File: src/rtl/apb_pkg.sv
// apb_pkg: shared APB master state type and bus/memory sizes
package apb_pkg;
    typedef enum logic [1:0] {IDLE, SETUP, ACCESS, DONE} apb_mst_state_t;
    localparam int APB_AW = 32;
    localparam int APB_DW = 32;
    localparam int APB_MEM_DEPTH = 32;
endpackage

File: src/rtl/rr_arbiter.sv
// rr_arbiter: combinational round-robin pick starting one past the last grant
module rr_arbiter #(
    parameter int NUM_REQ = 4
) (
    input  logic [NUM_REQ-1:0]         req_i,
    input  logic [$clog2(NUM_REQ)-1:0] last_grant_i,
    output logic [NUM_REQ-1:0]         gnt_o,
    output logic [$clog2(NUM_REQ)-1:0] gnt_idx_o
);
    localparam int IW = $clog2(NUM_REQ);

    logic [IW-1:0] idx;

    // Walk the offsets from farthest to nearest so the nearest requester wins.
    always_comb begin
        idx = '0;
        gnt_idx_o = '0;
        for (int k = NUM_REQ; k >= 1; k--) begin
            idx = IW'((int'(last_grant_i) + k) % NUM_REQ);
            if (req_i[idx]) gnt_idx_o = idx;
        end
        gnt_o = (|req_i) ? NUM_REQ'(1) << gnt_idx_o : '0;
    end
endmodule

File: src/rtl/apb_rr_master.sv
// apb_rr_master: round-robin APB master sharing one completer among NUM_REQ requesters
module apb_rr_master
    import apb_pkg::*;
#(
    parameter int NUM_REQ = 4,
    parameter int TIMEOUT = 16
) (
    input  logic                      pclk,
    input  logic                      preset,
    input  logic [NUM_REQ-1:0]        req,
    input  logic [NUM_REQ-1:0]        req_write,
    input  logic [NUM_REQ*APB_AW-1:0] req_addr,
    input  logic [NUM_REQ*APB_DW-1:0] req_wdata,
    output logic [NUM_REQ-1:0]        ack,
    output logic [APB_DW-1:0]         rsp_rdata,
    output logic                      rsp_err,
    output logic                      psel,
    output logic                      penable,
    output logic                      pwrite,
    output logic [APB_AW-1:0]         paddr,
    output logic [APB_DW-1:0]         pwdata,
    input  logic [APB_DW-1:0]         prdata,
    input  logic                      pready,
    input  logic                      pslverr
);
    localparam int IW = $clog2(NUM_REQ);
    localparam int CW = $clog2(TIMEOUT + 1);

    apb_mst_state_t     state_q, state_d;
    logic [IW-1:0]      last_q, last_d, gidx_q, gidx_d, arb_idx;
    logic [NUM_REQ-1:0] gnt_q, gnt_d, arb_gnt;
    logic [CW-1:0]      cnt_q, cnt_d;
    logic               pwrite_q, pwrite_d, err_q, err_d, sel_write;
    logic [APB_AW-1:0]  paddr_q, paddr_d, sel_addr;
    logic [APB_DW-1:0]  pwdata_q, pwdata_d, rdata_q, rdata_d, sel_wdata;

    rr_arbiter #(.NUM_REQ(NUM_REQ)) u_arb (
        .req_i       (req),
        .last_grant_i(last_q),
        .gnt_o       (arb_gnt),
        .gnt_idx_o   (arb_idx)
    );

    always_comb begin
        sel_write = 1'b0;
        sel_addr = '0;
        sel_wdata = '0;
        for (int i = 0; i < NUM_REQ; i++)
            if (arb_idx == IW'(i)) begin
                sel_write = req_write[i];
                sel_addr = req_addr[i*APB_AW +: APB_AW];
                sel_wdata = req_wdata[i*APB_DW +: APB_DW];
            end
    end

    always_comb begin
        state_d = state_q;
        last_d = last_q;
        gidx_d = gidx_q;
        gnt_d = gnt_q;
        cnt_d = cnt_q;
        pwrite_d = pwrite_q;
        paddr_d = paddr_q;
        pwdata_d = pwdata_q;
        rdata_d = rdata_q;
        err_d = err_q;
        case (state_q)
            IDLE: if (|req) begin
                state_d = SETUP;
                gidx_d = arb_idx;
                gnt_d = arb_gnt;
                pwrite_d = sel_write;
                paddr_d = sel_addr;
                pwdata_d = sel_wdata;
            end
            SETUP: begin
                state_d = ACCESS;
                cnt_d = '0;
            end
            // pready wins over the timeout on the final wait cycle.
            ACCESS: if (pready) begin
                state_d = DONE;
                rdata_d = pwrite_q ? '0 : prdata;
                err_d = pslverr;
            end else if (cnt_q == CW'(TIMEOUT)) begin
                state_d = DONE;
                rdata_d = '0;
                err_d = 1'b1;
            end else begin
                cnt_d = cnt_q + 1'b1;
            end
            DONE: begin
                state_d = IDLE;
                last_d = gidx_q;
            end
            default: state_d = IDLE;
        endcase
    end

    always_ff @(posedge pclk) begin
        if (preset) begin
            state_q <= IDLE;
            last_q <= IW'(NUM_REQ - 1);
            gidx_q <= '0;
            gnt_q <= '0;
            cnt_q <= '0;
            pwrite_q <= 1'b0;
            paddr_q <= '0;
            pwdata_q <= '0;
            rdata_q <= '0;
            err_q <= 1'b0;
        end else begin
            state_q <= state_d;
            last_q <= last_d;
            gidx_q <= gidx_d;
            gnt_q <= gnt_d;
            cnt_q <= cnt_d;
            pwrite_q <= pwrite_d;
            paddr_q <= paddr_d;
            pwdata_q <= pwdata_d;
            rdata_q <= rdata_d;
            err_q <= err_d;
        end
    end

    assign psel = (state_q == SETUP) || (state_q == ACCESS);
    assign penable = state_q == ACCESS;
    assign ack = (state_q == DONE) ? gnt_q : '0;
    assign pwrite = pwrite_q;
    assign paddr = paddr_q;
    assign pwdata = pwdata_q;
    assign rsp_rdata = rdata_q;
    assign rsp_err = err_q;
endmodule

File: config.mk
export PLATFORM = sky130hd
export DESIGN_NAME = apb_rr_master
export DESIGN_NICKNAME = d
export VERILOG_FILES = /design/src/rtl/apb_pkg.sv /design/src/rtl/rr_arbiter.sv /design/src/rtl/apb_rr_master.sv
export SDC_FILE = /design/constraint.sdc
export NUM_CORES = 1
export LEC_CHECK = 0
export CORE_AREA = 2 2 158 160
export CTS_BUF_LIST = sky130_fd_sc_hd__clkbuf_8
export DETAILED_ROUTE_END_ITERATION = 8
export DIE_AREA = 0 0 160 162
export PLACE_DENSITY_LB_ADDON = 0.08
export SLEW_MARGIN = 20
export SYNTH_ARGS = -nofsm -noshare
export SYNTH_HDL_FRONTEND = slang
export SYNTH_SLANG_ARGS = --single-unit
File: constraint.sdc
create_clock -name pclk -period 2.3 [get_ports pclk]
set_input_delay 0.345 -clock pclk [delete_from_list [all_inputs] [get_ports pclk]]
set_output_delay 0.345 -clock pclk [all_outputs]
set_load 0.01 [all_outputs]
==> results of run 1 <==
-- layout make-up --
cell class / instances / area [um^2] / area share [%]
diodes: 3 / 7.51 / 0.0679
well taps: 324 / 405 / 3.66
flip-flops and latches: 113 / 2260 / 20.4
multi-input cells: 490 / 3210 / 29.0
clock inverters: 15 / 173 / 1.56
inverters: 10 / 37.5 / 0.339
repair buffers: 459 / 4740 / 42.8
clock buffers: 17 / 234 / 2.11
-- worst max-delay path, stage by stage (launching register included) --
cell and delay, ns:
sky130_fd_sc_hd__dfxtp_1 0.40, sky130_fd_sc_hd__inv_1 0.11, sky130_fd_sc_hd__ha_4 0.33, sky130_fd_sc_hd__clkdlybuf4s50_1 0.56
-- sequential cells by signal (all words and copies together) (netlist names) --
register	flops
pwrite	1
paddr	32
rsp_rdata	32
last_q	2
gnt_q	4
cnt_q	5
rsp_err	1
state_q	2
gidx_q	2
pwdata	32
-- placed cells by master, fill, tap and decap left out, types with 2 or more instances in the layout --
master | Yosys | layout
sky130_fd_sc_hd__a211oi_1 | 2 | 2
sky130_fd_sc_hd__a21oi_1 | 10 | 10
sky130_fd_sc_hd__a221oi_1 | 50 | 50
sky130_fd_sc_hd__a22oi_1 | 32 | 32
sky130_fd_sc_hd__a311oi_1 | 51 | 51
sky130_fd_sc_hd__a31oi_1 | 15 | 15
sky130_fd_sc_hd__and2_1 | 20 | 20
sky130_fd_sc_hd__buf_12 | 0 | 23
sky130_fd_sc_hd__buf_4 | 4 | 34
sky130_fd_sc_hd__bufinv_16 | 0 | 2
sky130_fd_sc_hd__clkbuf_8 | 0 | 17
sky130_fd_sc_hd__clkdlybuf4s50_1 | 0 | 402
sky130_fd_sc_hd__clkinv_4 | 0 | 3
sky130_fd_sc_hd__dfxtp_1 | 113 | 113
sky130_fd_sc_hd__diode_2 | 0 | 3
sky130_fd_sc_hd__ha_1 | 6 | 3
sky130_fd_sc_hd__ha_2 | 0 | 2
sky130_fd_sc_hd__inv_1 | 9 | 10
sky130_fd_sc_hd__inv_6 | 0 | 6
sky130_fd_sc_hd__inv_8 | 0 | 2
sky130_fd_sc_hd__mux2_1 | 3 | 3
sky130_fd_sc_hd__mux2_2 | 12 | 12
sky130_fd_sc_hd__mux2i_1 | 17 | 17
sky130_fd_sc_hd__nand2_1 | 24 | 24
sky130_fd_sc_hd__nand3_1 | 103 | 103
sky130_fd_sc_hd__nand4_1 | 2 | 2
sky130_fd_sc_hd__nor2_1 | 100 | 98
sky130_fd_sc_hd__nor2b_1 | 2 | 2
sky130_fd_sc_hd__nor3_1 | 2 | 2
sky130_fd_sc_hd__o21ai_0 | 3 | 2
sky130_fd_sc_hd__o22ai_1 | 15 | 15
sky130_fd_sc_hd__xor2_1 | 3 | 3
-- stage by stage --
stage	instance area, um^2	setup slack, ns	hold slack, ns
after floorplan	5810	0.611	0.427
after global placement	10600	-0.152	0.438
after detailed placement	10600	-0.202	0.441
after CTS	11100	0.0160	0.272
after global routing	11100	-0.00516	0.289
final	11100	0.114	0.294
-- power by group through the flow --
stage | sequential, mW | combinational (mW) | clock [mW]
2_1_floorplan | 3.17 | 2.31 | 0
3_3_place_gp | 2.94 | 5.61 | 0
3_5_place_dp | 2.94 | 5.62 | 0
4_1_cts | 2.91 | 5.67 | 2.08
5_1_grt | 2.97 | 6.07 | 2.17
6_report | 2.90 | 5.62 | 2.02
-- layer usage --
layer / track usage [%] / wire (um) / vias up / share of wire (%)
met5: 0 / 0 / - / 0
met4: 6.67 / 711 / 0 / 2.5
li1: - / - / 3428 / -
met3: 5.59 / 1930 / 38 / 6.8
met1: 25.9 / 11700 / 3355 / 42
met2: 35.8 / 13900 / 294 / 49
-- cells by family (layout without fill, tap and decap cells) --
| group | Yosys count | in the layout |
|---|---|---|
| compound gates | 190 | 190 |
| xor+xnor | 3 | 3 |
| fa+ha+maj | 6 | 6 |
| buf+inv | 86 | 501 |
| flops | 113 | 113 |
| mux | 32 | 32 |
| other cells | 0 | 3 |
| simple gates | 259 | 259 |
-- worst min-delay path by stage --
| stage | start | to | slack (ns) |
|---|---|---|---|
| floorplan | gnt_q[0]$_SDFFE_PP0P_ | gnt_q[0]$_SDFFE_PP0P_ | 0.43 |
| global placement | gnt_q[1]$_SDFFE_PP0P_ | gnt_q[1]$_SDFFE_PP0P_ | 0.44 |
| detailed placement | gnt_q[1]$_SDFFE_PP0P_ | gnt_q[1]$_SDFFE_PP0P_ | 0.44 |
| CTS | preset | pwdata[25]$_SDFFE_PP0P_ | 0.27 |
| global route | preset | pwdata[23]$_SDFFE_PP0P_ | 0.29 |
| finish | preset | pwdata[25]$_SDFFE_PP0P_ | 0.29 |
-- timing repair --
item                       CTS  global route
resized for setup            2             2
hold endpoints to repair     0             0
buffers inserted             0             0
hold buffers                 0             0
setup endpoints to repair    1             5
==> out/summary.md, run 1 <==
Setup repair after global routing could not meet its margin everywhere. Count of cells along the worst hold path: 2. The tools report the remaining routing DRC violations as 0. STA classifies the critical path endpoint as a primary output.

The worst-case reg-to-reg path depth was 6; the worst clock skew was 0.0155 ns. The tools report the reg-to-reg critical path endpoint as pwdata[22]$_SDFFE_PP0P_. Counting the buffers created by CTS gives 17. Of the total power, registers draw 27.5%. The detail route stage leaves a number of antenna-violating nets equal to 0. The synthesized netlist occupies a cell area of 0.00581 mm^2. For this run, the leading register cell type out of synthesis is sky130_fd_sc_hd__dfxtp_1. The post-synthesis to final-layout area growth works out to 90.3%. The synthesized netlist devotes 20.4% of its cell area to simple gates. The floorplan has 57 rows.

A synthesized cell averages 8.44 um^2. The tools report the root buffer cell as sky130_fd_sc_hd__clkbuf_8. The number of nets handed over by synthesis was 995. The clock reaches the later pin of the worst-skew pair after 0.45 ns. Maximum number of pins on one net before global-route repair: 44.

The tools report the cell count after placement as 1,396. The xor and xnor area share after synthesis was 0.452%; the number of buffers on the longest clock path was 2. The wire-length estimate of the detail-placed layout is 20,700 um. After synthesis, the share of cell area in mux cells is 5.83%. Yosys mapped a number of flops with a built-in enable equal to 0.

In the final routed layout, each cell accounts on average for 19.8 um. Yosys attributes the largest share of cell area to sky130_fd_sc_hd__dfxtp_1 39%, sky130_fd_sc_hd__nand3_1 8.9%, sky130_fd_sc_hd__a311oi_1 7.7%, sky130_fd_sc_hd__a221oi_1 7.5%, sky130_fd_sc_hd__nor2_1 6.5%. TritonCTS built the clock tree. The portion of synthesized cell area occupied by the leading cell type was 38.9%; the share of synthesized area occupied by flip-flops and latches was 38.9%. At the end of the flow, the number of nets in the layout was 1,397. Combinational logic is responsible for 53.3% of the overall power. For the pin with the worst max-slew slack, the measured transition is 0.474 ns. The run gives 689 as the cell count after synthesis. By area, the combinational part of the netlist is dominated by compound AO/OA/AOI/OAI gates.

The analysis attributes to cell leakage a power of 4.11 nW. Port buffering added 403 buffers. After the first detailed-routing iteration, the DRC count stood at 438. The run gives 3 as the initial antenna violation count. After synthesis, the most frequently instantiated cells are 113 x sky130_fd_sc_hd__dfxtp_1, 103 x sky130_fd_sc_hd__nand3_1, 100 x sky130_fd_sc_hd__nor2_1. Global routing consumed, over all layers together, 21.0% of the routing resources. Of the available clock period, the critical path in the final layout requires 95.1%. The die is 162 um tall.

Headroom to the max-slew limit came out at 68.4%. The clock period minus worst slack works out to 2.19 ns. The die covers 0.0259 mm^2.

For this design the total switching power over the nets is 3.97 mW. The number of I/O pins is 404. The share of total power dissipated in the clock network is 19.1%. Routability-driven placement finished with a final weighted congestion of 0.799.

STA puts the critical path data required time at 1.96 ns. In this run the worst setup path terminates at psel. The initial utilization of the core area, before any placement, comes to 24.1%. The final hold violation count is 0.

The clock slew at the register clock pins of the worst setup and hold paths was 0.09 ns. The power density of the placed cells was 952 mW/mm^2. The tool flagged a number of max-cap violations equal to 0. Adder-cell share of the synthesized area: 1.29%.

The start-to-end type of the worst setup path is flop to primary output. Along the worst path, the maximum fanout reaches 9. The maximum frequency from static timing analysis is 457 MHz. The Yosys step of the flow raised 0 warnings.

In this run the worst setup path begins at state_q[1]$_SDFFE_PP0P_. The layout has 2,413 filler cells. In the post-synthesis netlist, the cell with the most instances is sky130_fd_sc_hd__dfxtp_1.

In this run the register-to-register setup slack is 0.24 ns. After layout, the design draws a total of 10.5 mW. The compound-cell area share of the yosys netlist is 26.4%, and the final core utilization is 45.9%. The arrival time at the worst endpoint was 1.84 ns.

CTS built an H-tree with a depth of 4. After synthesis the netlist holds a flip-flop and latch count of 113. The count of final max-slew check failures came out at 0.

Setup violations remaining at the end of the flow were counted as 0. Of the total power, the share spent switching nets is 37.7%. The critical register-to-register path startpoint was last_q[1]$_SDFFE_PP1N_. The final layout contains routed wiring with a total length of 28,300 um. For this block, the via count after detailed routing is 7,115. Counting distinct cell types in the post-synthesis netlist gives 44.

TritonCTS sink count: 113. The internal power of the cells totals 6.56 mW. The width of the die works out to 160 um. Summed over all layers, the global routing overflow is 0.

The logs give 6,949 for the via count of the first global-routing pass and 5 for the length of the first detailed-routing pass in iterations. Cells with a size suffix above 1 make up 10.6% of the layout. The run finished with clean final reports. Largest area contributor in the netlist: sky130_fd_sc_hd__dfxtp_1. The via density per instance came out at 4.97. For this run, asynchronously set or reset flops after synthesis account for 0%.

The core outline area is 0.0241 mm^2. The maximum VDD drop came out at 0.549 mV. The min-delay analysis places its worst path in the category input port to flop. The first global-routing pass estimated 42,100 um of wire. The worst setup path is launched from a flop. Accumulated negative setup slack: 0 ns. Leaving out filler cells and counting taps, the final layout contains 1,431.
No activity file was read; power rests on OpenSTA's default activity.
==> run 2: changes to the inputs <==
--- a/config.mk
+++ b/config.mk
@@ -5,6 +5,7 @@
 export SDC_FILE = /design/constraint.sdc
 export NUM_CORES = 1
 export LEC_CHECK = 0
+export CAP_MARGIN = 10
 export CORE_AREA = 2 2 158 160
 export CTS_BUF_LIST = sky130_fd_sc_hd__clkbuf_8
 export DETAILED_ROUTE_END_ITERATION = 8
==> constraint.sdc (replaced) <==
create_clock -name pclk -period 2.7 [get_ports pclk]
set_input_delay 0.405 -clock pclk [delete_from_list [all_inputs] [get_ports pclk]]
set_output_delay 0.405 -clock pclk [all_outputs]
set_load 0.01 [all_outputs]
==> out/summary.md, run 2 (synthesis gave the netlist of run 1 again) <==
The run finished with clean final reports. The logs give 0 ns for the accumulated negative setup slack and 0.408 ns for the worst hold margin. Leaving out fill and tap cells, the most frequent cell in the layout is sky130_fd_sc_hd__clkdlybuf4s50_1. The tools report the number of I/O pins as 404.

Clock tree synthesis inserted a total of 17 buffers. Across every metal layer, demand over resource in global routing totals 21.6%. The core region is 0.0241 mm^2.

TritonCTS built the clock tree. The kind of start point of the critical path was a flop. For the worst-skew pair, the clock arrives at the later sink with an insertion delay of 0.44 ns. In the routed design, unresolved DRC markers number 0.

For the power share of the clock group, the log shows 18.6%. For the full die area, the log shows 0.0259 mm^2. The tools report the overflow left after global routing as 0. The vertical die dimension works out to 162 um. The clock net in this run drives a total of 113 sinks. The routed wire length was 28,900 um. The number of standard cells in the final layout excluding fillers came out at 1,412. Setup repair after global routing left no endpoint under its margin.

Net switching is 38.5% of the power. Total via count after detailed routing: 7,086. The initial antenna violation count is 4.

The number of buffers inserted by port buffering is 403, and the part of the total power dissipated in sequential elements is 28.9%. The cell-internal power is 5.26 mW, and the count of instances resized after the clock tree is built is 0. In this run, the number of DRC markers left after iteration 0 of detailed routing was 450. STA puts the critical path data required time at 2.30 ns.

The logs give 52.5% for the logic gate share of total power and 4 for the H-tree depth. The number of core rows was 57; the actual transition at the worst max-transition pin was 0.608 ns. Of the cells placed in the final design, the portion with a size suffix greater than 1 is 8.76%.

For the leakage power total, the log shows 3.96 nW. The number of setup buffers added after CTS was 0. The tools report the count of final max-slew check failures as 0. The congestion estimate from routability-driven global placement came to 0.785.

The cell sitting at the root of the clock tree is a sky130_fd_sc_hd__clkbuf_8. In the layout the commonest cells are 402 x sky130_fd_sc_hd__clkdlybuf4s50_1, 113 x sky130_fd_sc_hd__dfxtp_1, 103 x sky130_fd_sc_hd__nand3_1, 98 x sky130_fd_sc_hd__nor2_1, 51 x sky130_fd_sc_hd__a311oi_1. Entering global routing, the biggest net connects 62 pins. The tools report the element type at the critical path end as a primary output.

The arrival time at the worst endpoint was 1.95 ns; the global-route wire length before repair was 43,500 um. The die is 160 um wide. The number of placed instances, taps included, is 1,376. Counting the fill cells in the layout gives 2,402. Hold repair after CTS inserted 0 buffers.

The tools report the maximum frequency from static timing analysis as 425 MHz. The headroom to the max-slew limit was 59.4%; the number of max-capacitance violations reported was 0. For this design the ratio of total power to cell area is 794 mW/mm^2. In this run the power spent charging and discharging nets is 3.28 mW. The tools report the half-perimeter wire length after detailed placement as 20,300 um. The initial utilization of the core area, before any placement, comes to 24.1%.

Of all nets on the critical path, the largest fanout is 9. The path class of the tightest hold or removal check is input port to flop. The tools report the count of final setup violators as 0.

The via density per instance was 5.02; the maximum VDD drop was 0.454 mV. The number of nets in the layout was 1,377. The clock slew at the register clock pins of the worst setup and hold paths is 0.08 ns, and the number of buffers on the longest clock path is 2. The clock period could shrink to 2.35 ns.

The routed wire length per instance was 20.5 um. The post-synthesis to final-layout area growth came out at 84.9%. The critical path is of the flop to primary output type. In the finished design, the share of the clock period the worst path needs comes to 87.2%. Once detail routing completed, the nets flagged for antenna violations numbered 0.

The logs give 7,226 for the via count of the first global-routing pass and 0.0172 ns for the worst clock skew. Before antenna repair, the detailed router went through 5 iterations. The tools report the final hold violation count as 0.
## run 2: cell types whose count changed in the layout (fill, tap and decap cells not counted), sizes merged
cell	change
diode	+1
clkinvlp	+2
clkinv	+2
clkbuf	+1
buf	-20
inv	-4
bufinv	-1
## run 2: per-layer routing
metal	part of all wire, %	up-vias	track usage [%]
met1	42	3369	26.2
li1	-	3390	-
met3	6.4	33	5.26
met2	49	294	37.0
met4	2.1	0	7.99
met5	0	-	0
## run 2: area by class of cell
| cell class | count | area [um^2] | share of cell area (%) |
|---|---|---|---|
| Clock inverter | 14 | 129 | 1.20 |
| Tap cell | 324 | 405 | 3.77 |
| Multi-Input combinational cell | 490 | 3190 | 29.7 |
| Sequential cell | 113 | 2260 | 21.0 |
| Inverter | 10 | 37.5 | 0.349 |
| Clock buffer | 18 | 248 | 2.30 |
| Timing Repair Buffer | 439 | 4470 | 41.6 |
| Antenna cell | 4 | 10.0 | 0.0931 |
## run 2: per-stage QoR
stage,power [mW],instance area (um^2),util (%),setup slack (ns)
final,8.54,10800,44.6,0.346
after global routing,9.10,10800,44.6,0.200
after CTS,8.65,10700,44.6,0.297
after detailed placement,7.02,10400,43.0,0.0291
after global placement,6.99,10300,42.9,-0.218
after floorplan,4.67,5810,-,0.997
## run 2: worst max-delay path: stages (launching register included)
cell and delay [ns]:
sky130_fd_sc_hd__dfxtp_1 0.38, sky130_fd_sc_hd__inv_1 0.08, sky130_fd_sc_hd__ha_1 0.46, sky130_fd_sc_hd__clkdlybuf4s50_1 0.60
## run 2: worst paths after layout
path / slack (ns) / to / cells after the start / startpoint
setup / recovery: 0.35 / psel / 3 / state_q[1]$_SDFFE_PP0P_
hold / removal: 0.41 / rsp_rdata[6]$_SDFFE_PP0P_ / 2 / preset
setup reg to reg: 0.56 / pwdata[26]$_SDFFE_PP0P_ / 7 / last_q[0]$_SDFFE_PP1N_
hold reg to reg: 0.45 / gnt_q[3]$_SDFFE_PP0P_ / 2 / gnt_q[3]$_SDFFE_PP0P_
## run 2: power groups by stage
stage	combinational (mW)	clock, mW	sequential [mW]
floorplan	1.97	0	2.70
global placement	4.48	0	2.50
detailed placement	4.52	0	2.51
CTS	4.53	1.65	2.47
global route	4.84	1.72	2.54
finish	4.48	1.59	2.47
==> run 3: changes to the inputs <==
==> constraint.sdc (replaced) <==
create_clock -name pclk -period 2.7 [get_ports pclk]
set_input_delay 0.54 -clock pclk [delete_from_list [all_inputs] [get_ports pclk]]
set_output_delay 0.54 -clock pclk [all_outputs]
set_load 0.01 [all_outputs]
==> out/summary.md, run 3 (synthesis gave the netlist of run 1 again) <==
The flow ran to the end, and the final reports show no timing, DRC or antenna violations. The post-synthesis to final-layout area growth came out at 87.3%. In this run the most critical hold path is launched from gnt_q[1]$_SDFFE_PP0P_. In this run the worst setup path begins at state_q[1]$_SDFFE_PP0P_. The floorplan step set the die width to 160 um. The first global-routing pass estimated 43,500 um of wire. The logs give 0.458 ns for the worst hold margin and 0.589 mV for the maximum VDD drop.

Setup repair after global routing left no endpoint under its margin. Across the run, the number of max-cap violations was 0. Along the worst path, the maximum fanout reaches 9. Leaving out fill and tap cells, the most frequent cells in the layout are 402 x sky130_fd_sc_hd__clkdlybuf4s50_1, 113 x sky130_fd_sc_hd__dfxtp_1, 103 x sky130_fd_sc_hd__nand3_1, 98 x sky130_fd_sc_hd__nor2_1, 51 x sky130_fd_sc_hd__a311oi_1.

The initial standard-cell utilization of the core was 24.1%; the routed wire length per instance was 20.3 um. The worst hold path terminates at gnt_q[1]$_SDFFE_PP0P_. For flop-to-flop paths, the worst setup slack is 0.59 ns. Entering global routing, the biggest net connects 62 pins. In this run the vertical extent of the chip is 162 um. The most common cell after layout, fill and taps aside was sky130_fd_sc_hd__clkdlybuf4s50_1. The first routing iteration left 453 violations. The final hold violation count came out at 0.

TritonCTS built the clock tree. The congestion estimate from routability-driven global placement came to 0.828. Of the cells placed in the final design, the portion with a size suffix greater than 1 is 9.93%.

Data arrives at the worst endpoint at 1.94 ns. The slowest cell on the critical path is sky130_fd_sc_hd__clkdlybuf4s50_1. The number of buffers on the longest clock path was 2. Post-CTS timing repair inserted 0 buffers for setup. The logs give 4.04 nW for the leakage power total and 0 for the remaining routing DRC violations. The tools report the root buffer cell as sky130_fd_sc_hd__clkbuf_8.

The length of the first detailed-routing pass in iterations was 5; the total via count after detailed routing was 7,142. The die covers 0.0259 mm^2. For the worst flop-to-flop path, the logic depth is 7.

The worst setup path is captured at a primary output. The via count of the first global-routing pass is 7,229, and the H-tree depth is 4. For the worst clock skew, the log shows 0.0155 ns.

Global routing used 21.7% of the available tracks. The start-to-end type of the worst setup path was flop to primary output. For this design the top-level I/O count stands at 404. The required time of the critical path was 2.16 ns; the maximum cell stage delay along the critical path was 0.61 ns. Dividing the detail-routed via count by the number of cells gives 5.01. In this run, CTS created clock tree buffers numbering 17.

The total power consumption of the routed design is 8.69 mW, and the portion of the clock cycle consumed by the worst path in the final layout is 92.0%. Setup violations remaining at the end of the flow were counted as 0. The count of cells along the worst hold path works out to 2. The routed wire length was 28,900 um. The logs give 0 for the number of buffers inserted for hold repair after clock tree synthesis and 0.0241 mm^2 for the core outline area.

In this run the tool buffered the top-level ports with 403 buffer cells. The wire-length estimate of the detail-placed layout is 20,800 um. Dividing total power by cell area gives a power density of 798 mW/mm^2. The number of core rows is 57. The count of final max-slew check failures is 0.

After global routing the overflow that remains totals 0. The logs give 0 for the post-route antenna net violation count and 1,391 for the number of nets in the layout. Derived from the worst setup path, the maximum achievable clock frequency is 403 MHz. The clock net in this run drives a total of 113 sinks. The count of instances resized after the clock tree is built was 0. After clock tree synthesis, the clock-pin slew on the worst setup and hold paths is 0.09 ns.

Clock period minus worst slack: 2.48 ns. Traced cell by cell, the critical path runs through inv_1 -> ha_1 -> clkdlybuf4s50_1. The worst setup path is launched from a flop. In this run the critical register-to-register path is captured at pwdata[26]$_SDFFE_PP0P_. In this run the worst hold path is classified as flop to flop. The later pin in the worst-skew pair is clocked with a latency of 0.44 ns. The logs give 3 for the initial antenna violation count and 57.5% for the headroom to the max-slew limit.

The critical register-to-register path startpoint is last_q[0]$_SDFFE_PP1N_. At the pin with the least slew margin, the transition time is 0.636 ns.
[run 3: final cells by class]
| type | instances | area (um^2) |
|---|---|---|
| antenna | 3 | 7.51 |
| tap | 324 | 405 |
| multi-input combinational | 490 | 3190 |
| clock inverter | 14 | 145 |
| timing repair buffer | 453 | 4590 |
| fill | 2445 | 13200 |
| clock buffer | 18 | 248 |
| inverter | 10 | 37.5 |
| sequential | 113 | 2260 |
[run 3: routing by layer]
metal / up-vias / share of wire, % / GRT usage (%)
met1: 3386 / 42 / 26.6
li1: 3421 / - / -
met5: - / 0 / 0
met3: 43 / 5.4 / 5.11
met2: 292 / 49 / 37.1
met4: 0 / 3.0 / 8.35
[run 3: worst max-delay path by stage]
stage                               to  slack, ns  cells after the start
6_report                          psel       0.22                      3
4_1_cts                           psel       0.17                      3
3_5_place_dp   pwdata[27]$_SDFFE_PP0P_       0.02                      8
5_1_grt                           psel       0.10                      3
3_3_place_gp   pwdata[27]$_SDFFE_PP0P_      -0.31                      7
2_1_floorplan    paddr[0]$_SDFFE_PP0P_       0.86                      6
[run 3: critical path: cells and delay by family, from the launching register on]
kind / cells / cell delay (ns)
adders and majority gates: 1 / 0.44
DFF: 1 / 0.38
buffers and inverters: 2 / 0.68
[run 3: stage by stage]
step	setup TNS (ns)	area [um^2]	setup slack, ns	utilization [%]	std cells
global placement	-13.53	10500	-0.315	43.4	1389
finish	0	10900	0.216	45.2	1425
floorplan	0	5810	0.862	-	689
global route	0	10900	0.102	45.2	1425
detailed placement	0	10500	0.0154	43.5	1390
CTS	0	10900	0.168	45.1	1422
[run 3: power by group]
part	total [mW]	internal (mW)	leakage, nW	switching (mW)
clock	1.66	0.784	0.192	0.877
sequential	2.47	2.19	0.928	0.280
combinational	4.56	2.37	2.92	2.19
total	8.69	5.35	4.04	3.34
